[config.mk]
export PLATFORM = sky130hd
export DESIGN_NAME = regfile8x16_sb_flat
export DESIGN_NICKNAME = d
export VERILOG_FILES = /design/src/rtl/regfile8x16_sb_if.sv /design/src/rtl/regfile8x16_sb.sv /design/src/flat_wrapper.sv
export SDC_FILE = /design/constraint.sdc
export NUM_CORES = 1
export LEC_CHECK = 0
export ABC_CLOCK_PERIOD_IN_PS = 1720
export CAP_MARGIN = 30
export CELL_PAD_IN_SITES_DETAIL_PLACEMENT = 0
export CELL_PAD_IN_SITES_GLOBAL_PLACEMENT = 1
export CORE_UTILIZATION = 36
export DETAILED_ROUTE_END_ITERATION = 7
export PLACE_DENSITY = 0.85
export REMOVE_ABC_BUFFERS = 1
export SYNTH_ARGS = -nofsm -noshare
export SYNTH_HDL_FRONTEND = slang
export SYNTH_SLANG_ARGS = --single-unit
[constraint.sdc]
create_clock -name clk -period 1.72 [get_ports clk]
set_input_delay 0.172 -clock clk [delete_from_list [all_inputs] [get_ports clk]]
set_output_delay 0.172 -clock clk [all_outputs]
set_load 0.01 [all_outputs]
[src/rtl/regfile8x16_sb_if.sv]
// rtl/regfile8x16_sb_if.sv - write-back, issue, read and scoreboard signals of the register file
interface regfile8x16_sb_if #(
    parameter int WIDTH = 16
);
    logic                 we;
    logic [2:0]           waddr;
    logic [WIDTH-1:0]     wdata;
    logic [2:0]           raddr_a;
    logic [2:0]           raddr_b;
    logic [WIDTH-1:0]     rdata_a;
    logic [WIDTH-1:0]     rdata_b;
    logic                 issue_en;
    logic [2:0]           issue_addr;
    logic                 busy_a;
    logic                 busy_b;
    logic                 stall;
    logic [7:0]           busy_vec;
    logic [8*WIDTH-1:0]   regs_flat;

    modport master (
        output we, waddr, wdata, raddr_a, raddr_b, issue_en, issue_addr,
        input  rdata_a, rdata_b, busy_a, busy_b, stall, busy_vec, regs_flat
    );

    modport slave (
        input  we, waddr, wdata, raddr_a, raddr_b, issue_en, issue_addr,
        output rdata_a, rdata_b, busy_a, busy_b, stall, busy_vec, regs_flat
    );
endinterface

[src/rtl/regfile8x16_sb.sv]
// rtl/regfile8x16_sb.sv - 8-entry register file with per-register busy scoreboard
module regfile8x16_sb #(
    parameter int WIDTH   = 16,
    parameter int ZERO_R0 = 0,
    parameter int BYPASS  = 1
) (
    input  logic             clk,
    input  logic             rst,
    regfile8x16_sb_if.slave  rf
);
    localparam logic ZR = (ZERO_R0 != 0);
    localparam logic BP = (BYPASS != 0);

    logic [WIDTH-1:0] regs_q [8];
    logic [WIDTH-1:0] regs_d [8];
    logic [7:0]       busy_q;
    logic [7:0]       busy_d;
    logic             wr_ok;

    assign wr_ok = rf.we && !(ZR && (rf.waddr == 3'd0));

    always_comb begin
        for (int i = 0; i < 8; i++) begin
            regs_d[i] = regs_q[i];
        end
        if (wr_ok) begin
            regs_d[rf.waddr] = rf.wdata;
        end
    end

    // A fresh issue outranks a write-back to the same index: the new producer still owes a result.
    always_comb begin
        busy_d = busy_q;
        for (int i = 0; i < 8; i++) begin
            if (rf.issue_en && (rf.issue_addr == 3'(i)) && !(ZR && (i == 0))) begin
                busy_d[i] = 1'b1;
            end else if (rf.we && (rf.waddr == 3'(i))) begin
                busy_d[i] = 1'b0;
            end
        end
    end

    always_ff @(posedge clk) begin
        if (rst) begin
            for (int i = 0; i < 8; i++) begin
                regs_q[i] <= '0;
            end
            busy_q <= '0;
        end else begin
            for (int i = 0; i < 8; i++) begin
                regs_q[i] <= regs_d[i];
            end
            busy_q <= busy_d;
        end
    end

    always_comb begin
        rf.rdata_a = regs_q[rf.raddr_a];
        rf.busy_a  = busy_q[rf.raddr_a];
        if (ZR && (rf.raddr_a == 3'd0)) begin
            rf.rdata_a = '0;
            rf.busy_a  = 1'b0;
        end else if (BP && rf.we && (rf.waddr == rf.raddr_a)) begin
            rf.rdata_a = rf.wdata;
            rf.busy_a  = 1'b0;
        end
    end

    always_comb begin
        rf.rdata_b = regs_q[rf.raddr_b];
        rf.busy_b  = busy_q[rf.raddr_b];
        if (ZR && (rf.raddr_b == 3'd0)) begin
            rf.rdata_b = '0;
            rf.busy_b  = 1'b0;
        end else if (BP && rf.we && (rf.waddr == rf.raddr_b)) begin
            rf.rdata_b = rf.wdata;
            rf.busy_b  = 1'b0;
        end
    end

    assign rf.stall    = rf.busy_a | rf.busy_b;
    assign rf.busy_vec = busy_q;

    // The flat bus shows stored state only, never the forwarded write.
    for (genvar g = 0; g < 8; g++) begin : g_flat
        assign rf.regs_flat[g*WIDTH +: WIDTH] = regs_q[g];
    end
endmodule

[src/flat_wrapper.sv]
// flat-port wrapper written by rule: the top's interface ports become plain ports
module regfile8x16_sb_flat 
#(
    parameter int WIDTH   = 16,
    parameter int ZERO_R0 = 0,
    parameter int BYPASS  = 1
)
  (clk, rst, rf_we, rf_waddr, rf_wdata, rf_raddr_a, rf_raddr_b, rf_issue_en, rf_issue_addr, rf_rdata_a, rf_rdata_b, rf_busy_a, rf_busy_b, rf_stall, rf_busy_vec, rf_regs_flat);
  regfile8x16_sb_if #(.WIDTH(WIDTH)) rf_i ();
  input  logic clk;
  input  logic rst;
  input wire logic [$bits(rf_i.we)-1:0] rf_we;
  input wire logic [$bits(rf_i.waddr)-1:0] rf_waddr;
  input wire logic [$bits(rf_i.wdata)-1:0] rf_wdata;
  input wire logic [$bits(rf_i.raddr_a)-1:0] rf_raddr_a;
  input wire logic [$bits(rf_i.raddr_b)-1:0] rf_raddr_b;
  input wire logic [$bits(rf_i.issue_en)-1:0] rf_issue_en;
  input wire logic [$bits(rf_i.issue_addr)-1:0] rf_issue_addr;
  output wire logic [$bits(rf_i.rdata_a)-1:0] rf_rdata_a;
  output wire logic [$bits(rf_i.rdata_b)-1:0] rf_rdata_b;
  output wire logic [$bits(rf_i.busy_a)-1:0] rf_busy_a;
  output wire logic [$bits(rf_i.busy_b)-1:0] rf_busy_b;
  output wire logic [$bits(rf_i.stall)-1:0] rf_stall;
  output wire logic [$bits(rf_i.busy_vec)-1:0] rf_busy_vec;
  output wire logic [$bits(rf_i.regs_flat)-1:0] rf_regs_flat;
  assign rf_i.we = rf_we;
  assign rf_i.waddr = rf_waddr;
  assign rf_i.wdata = rf_wdata;
  assign rf_i.raddr_a = rf_raddr_a;
  assign rf_i.raddr_b = rf_raddr_b;
  assign rf_i.issue_en = rf_issue_en;
  assign rf_i.issue_addr = rf_issue_addr;
  assign rf_rdata_a = rf_i.rdata_a;
  assign rf_rdata_b = rf_i.rdata_b;
  assign rf_busy_a = rf_i.busy_a;
  assign rf_busy_b = rf_i.busy_b;
  assign rf_stall = rf_i.stall;
  assign rf_busy_vec = rf_i.busy_vec;
  assign rf_regs_flat = rf_i.regs_flat;
  regfile8x16_sb #(.WIDTH(WIDTH), .ZERO_R0(ZERO_R0), .BYPASS(BYPASS)) u_core (.clk(clk), .rst(rst), .rf(rf_i));
endmodule
==> reports/qor.txt <==
Inst Count DP = 1,370
Hold_sp = rst
Fin Clk Skew = 0 ps
CTS tree = done
Layout cells sized above 1 = 0.359
Register area = 2840 sq um
WHS Path Cells = 2
Crit path buffers/inverters = 1
Iteration-0 DRC Markers = 603
Setup crit start = u_core.rf.busy_vec[7]$_SDFFE_PP0P_
Top cell type's share of synthesized area = 0.375
Minimum clock period = 2040 ps
Critical path's slowest cell = mux4_2
Worst-path clk slew = 60 ps
First-pass GRT wire length = 40,700 microns
Vias in the first global route = 7,223
Worst EP arrival = 1870 ps
Worst r2r src = u_core.rf.busy_vec[4]$_SDFFE_PP0P_
DP Worst Slack = -535 ps
Drt total wl = 27,300 microns
Final period util = 1.19
Avg Synthesized Cell Area = 8.77 sq um
Number of port buffers = 202
Routability cong. = 0.838
Clk buf depth = 2
Synthesized instance count = 829
Register-to-register setup slack = 920 ps
Largest cells by area after synthesis = dfxtp_1, mux4_2, nand2_1
Nets = 1,184
Pleak = 4.42 nW
Clock root buffer = clkbuf_16
Initial antenna violation count = 2
Die Span X = 144 microns
Cell breakdown of the critical path = mux4_2 > nand2b_4 > and3_4 > or2_1 > buf_2
Status = finished, violations left
Wire length per cell = 19.1 microns
Post-route insts no fill = 1,429
Hold endpoint = u_core.rf.busy_vec[5]$_SDFFE_PP0P_
Final Cell Area = 11,300 sq um
Sequential-to-total area share from yosys stat = 0.375
Die footprint = 20,800 sq um
WP data required = 1550 ps
Clock buffers created by TritonCTS = 17
Tot GR Track Use = 0.265
Fmax = 0.490 GHz
Final hold violations = 0
H-tree level count = 4
Crit start category = flip-flop
Vias = 7,613
Yosys cell types = 26
DP Wirelength = 19,800 microns
Power per cell area = 731 nW/um^2
Crit Path Max Fanout = 3
Setup-failing EPs final = 35
Clk sink count = 136
Vias per cell = 5.33
Congestion Overflow GR = 0
# DRC = 0
Clk Latency, worst-skew pair = 420 ps
Sw power = 2.06 mW
Seq pwr share = 0.399
CP Class = reg2out
FF-to-FF End = u_core.rf.busy_vec[4]$_SDFFE_PP0P_
1st-pass router iterations = 8
HP Class = in2reg
Core area = 19,700 sq um
Row count = 51
Worst rel slew slack = 0.733
Fin util = 0.575
Largest net degree at the start of global routing = 48
Worst Tran Pin Value = 401 ps
Crit path largest cell delay = 460 ps
ANT nets after route = 0
Final WS setup = -319 ps
Hold-fix buffers, CTS = 0
Synthesis Warnings = 0
Int Pwr = 6.21 mW
CP Capture Type = output port
Footprint of the multi-input gates = 4180 sq um
Max-cap violations = 0
Synth area leader = dfxtp_1
Post-Syn Area = 7270 sq um
Count of final max-slew check failures = 0
Comb pwr share = 0.157
Peak VDD IR = 732 uV
# IOs = 203
Fill cells = 1,791
Worst path top cell family by delay = simple AND/OR/NAND/NOR gates
Placed Instance Area = 10,500 sq um
Starting density of the core = 0.370
WP depth = 5
Violated checks = negative setup slack
Area growth from synthesis to layout = 55.5%
Yosys reg bits = 136
Die span in y = 144 microns
RSZ-0062 raised after global routing = true
Worst r2r path cells = 3
Clk pwr share = 0.444
Setup TNS = -2570 ps
Sw frac = 0.249
==> power by group through the flow <==
stage | clock network [mW] | logic, mW | registers [mW]
3_5_place_dp | 0 | 1.32 | 3.36
4_1_cts | 3.69 | 1.29 | 3.30
2_1_floorplan | 0 | 0.395 | 3.37
3_3_place_gp | 0 | 1.30 | 3.36
5_1_grt | 3.85 | 1.39 | 3.31
6_report | 3.67 | 1.30 | 3.30
==> sequential cells by signal (all words and copies together), names as in the netlist <==
signal              count
u_core.regs_q         128
u_core.rf.busy_vec      8
==> cells in the mapped netlist <==
master and number:
a21oi_1 161, a22oi_1 5, a32oi_1 4, and3_1 1, and3_4 1, buf_2 25, buf_4 10, buf_6 2
clkbuf_1 40, clkbuf_4 1, dfxtp_1 136, mux2i_1 36, mux4_1 5, mux4_2 61, nand2_1 262, nand2b_1 3
nand2b_4 2, nand3_1 3, nand3_2 1, nand4_1 4, nor2_1 44, nor2_2 5, nor2b_1 8, nor3_2 2
or2_1 1, xnor2_1 6
==> layout by cell type, fill, tap and decap left out <==
cell type / netlist / layout
nor2_2: 5 / 6
nor2_1: 44 / 43
nand4_1: 4 / 4
dfxtp_1: 136 / 50
dlygate4sd2_1: 0 / 3
a32oi_1: 4 / 4
dfxtp_4: 0 / 2
clkbuf_1: 40 / 2
nor3_4: 0 / 2
nand2b_4: 2 / 3
xnor2_1: 6 / 6
nand3_1: 3 / 3
mux4_2: 61 / 66
clkbuf_8: 0 / 2
buf_6: 2 / 6
clkinv_2: 0 / 4
and3_4: 1 / 2
nand2_1: 262 / 262
nand2b_1: 3 / 2
buf_12: 0 / 14
buf_2: 25 / 39
nor2b_1: 8 / 8
buf_4: 10 / 163
mux2i_2: 0 / 1
or2_1: 1 / 1
mux2i_1: 36 / 35
a22oi_1: 5 / 5
dfxtp_2: 0 / 84
clkbuf_16: 0 / 17
clkinvlp_4: 0 / 2
diode_2: 0 / 1
a21oi_1: 161 / 161
nand3_2: 1 / 1
bufinv_16: 0 / 3
dlymetal6s2s_1: 0 / 3
clkdlybuf4s50_1: 0 / 154
==> through the flow <==
| stage | power, mW | hold WS (ps) |
|---|---|---|
| after floorplan | 3.77 | 241 |
| after global placement | 4.66 | 472 |
| after detailed placement | 4.68 | 476 |
| after CTS | 8.28 | 147 |
| after global routing | 8.55 | 165 |
| final | 8.27 | 161 |
==> kinds of logic (layout without fill, tap and decap cells) <==
logic type | after synthesis | count (layout) | synth area share
and+or+nand+nor | 337 | 337 | 0.188
AOI/OAI and AO/OA | 170 | 170 | 0.121
DFF | 136 | 136 | 0.375
muxes | 102 | 102 | 0.257
buffers and inverters | 78 | 412 | 0.0523
xor gates and xnor gates | 6 | 6 | 0.00723
other | 0 | 1 | 0
==> layer usage <==
layer	global-route usage	share of wire	up-vias
li1	-	-	3531
met1	0.338	0.40	3694
met2	0.442	0.49	336
met3	0.0503	0.078	50
met4	0.106	0.028	2
met5	0	0.00048	-
==> how the worst max path moves through the flow <==
stage / slack, ps / to
final: -320 / rf_stall
after global routing: -370 / rf_stall
after CTS: -320 / rf_stall
after detailed placement: -540 / rf_rdata_b[4]
after global placement: -510 / rf_stall
after floorplan: -180 / rf_stall
==> area by class of cell <==
type | count | area share
Multi-Input combinational cell | 615 | 0.370
Timing Repair Buffer | 382 | 0.298
Sequential cell | 136 | 0.251
Clock buffer | 21 | 0.0407
Tap cell | 265 | 0.0293
Clock inverter | 9 | 0.0111
Antenna cell | 1 | 0.000221
==> repair_timing <==
item,CTS,global route
pin swaps,30,6
buffers inserted,23,5
gates resized for setup,232,16
setup endpoints to repair,35,38
gates cloned,0,0
Power figures use the tool's default switching activity.
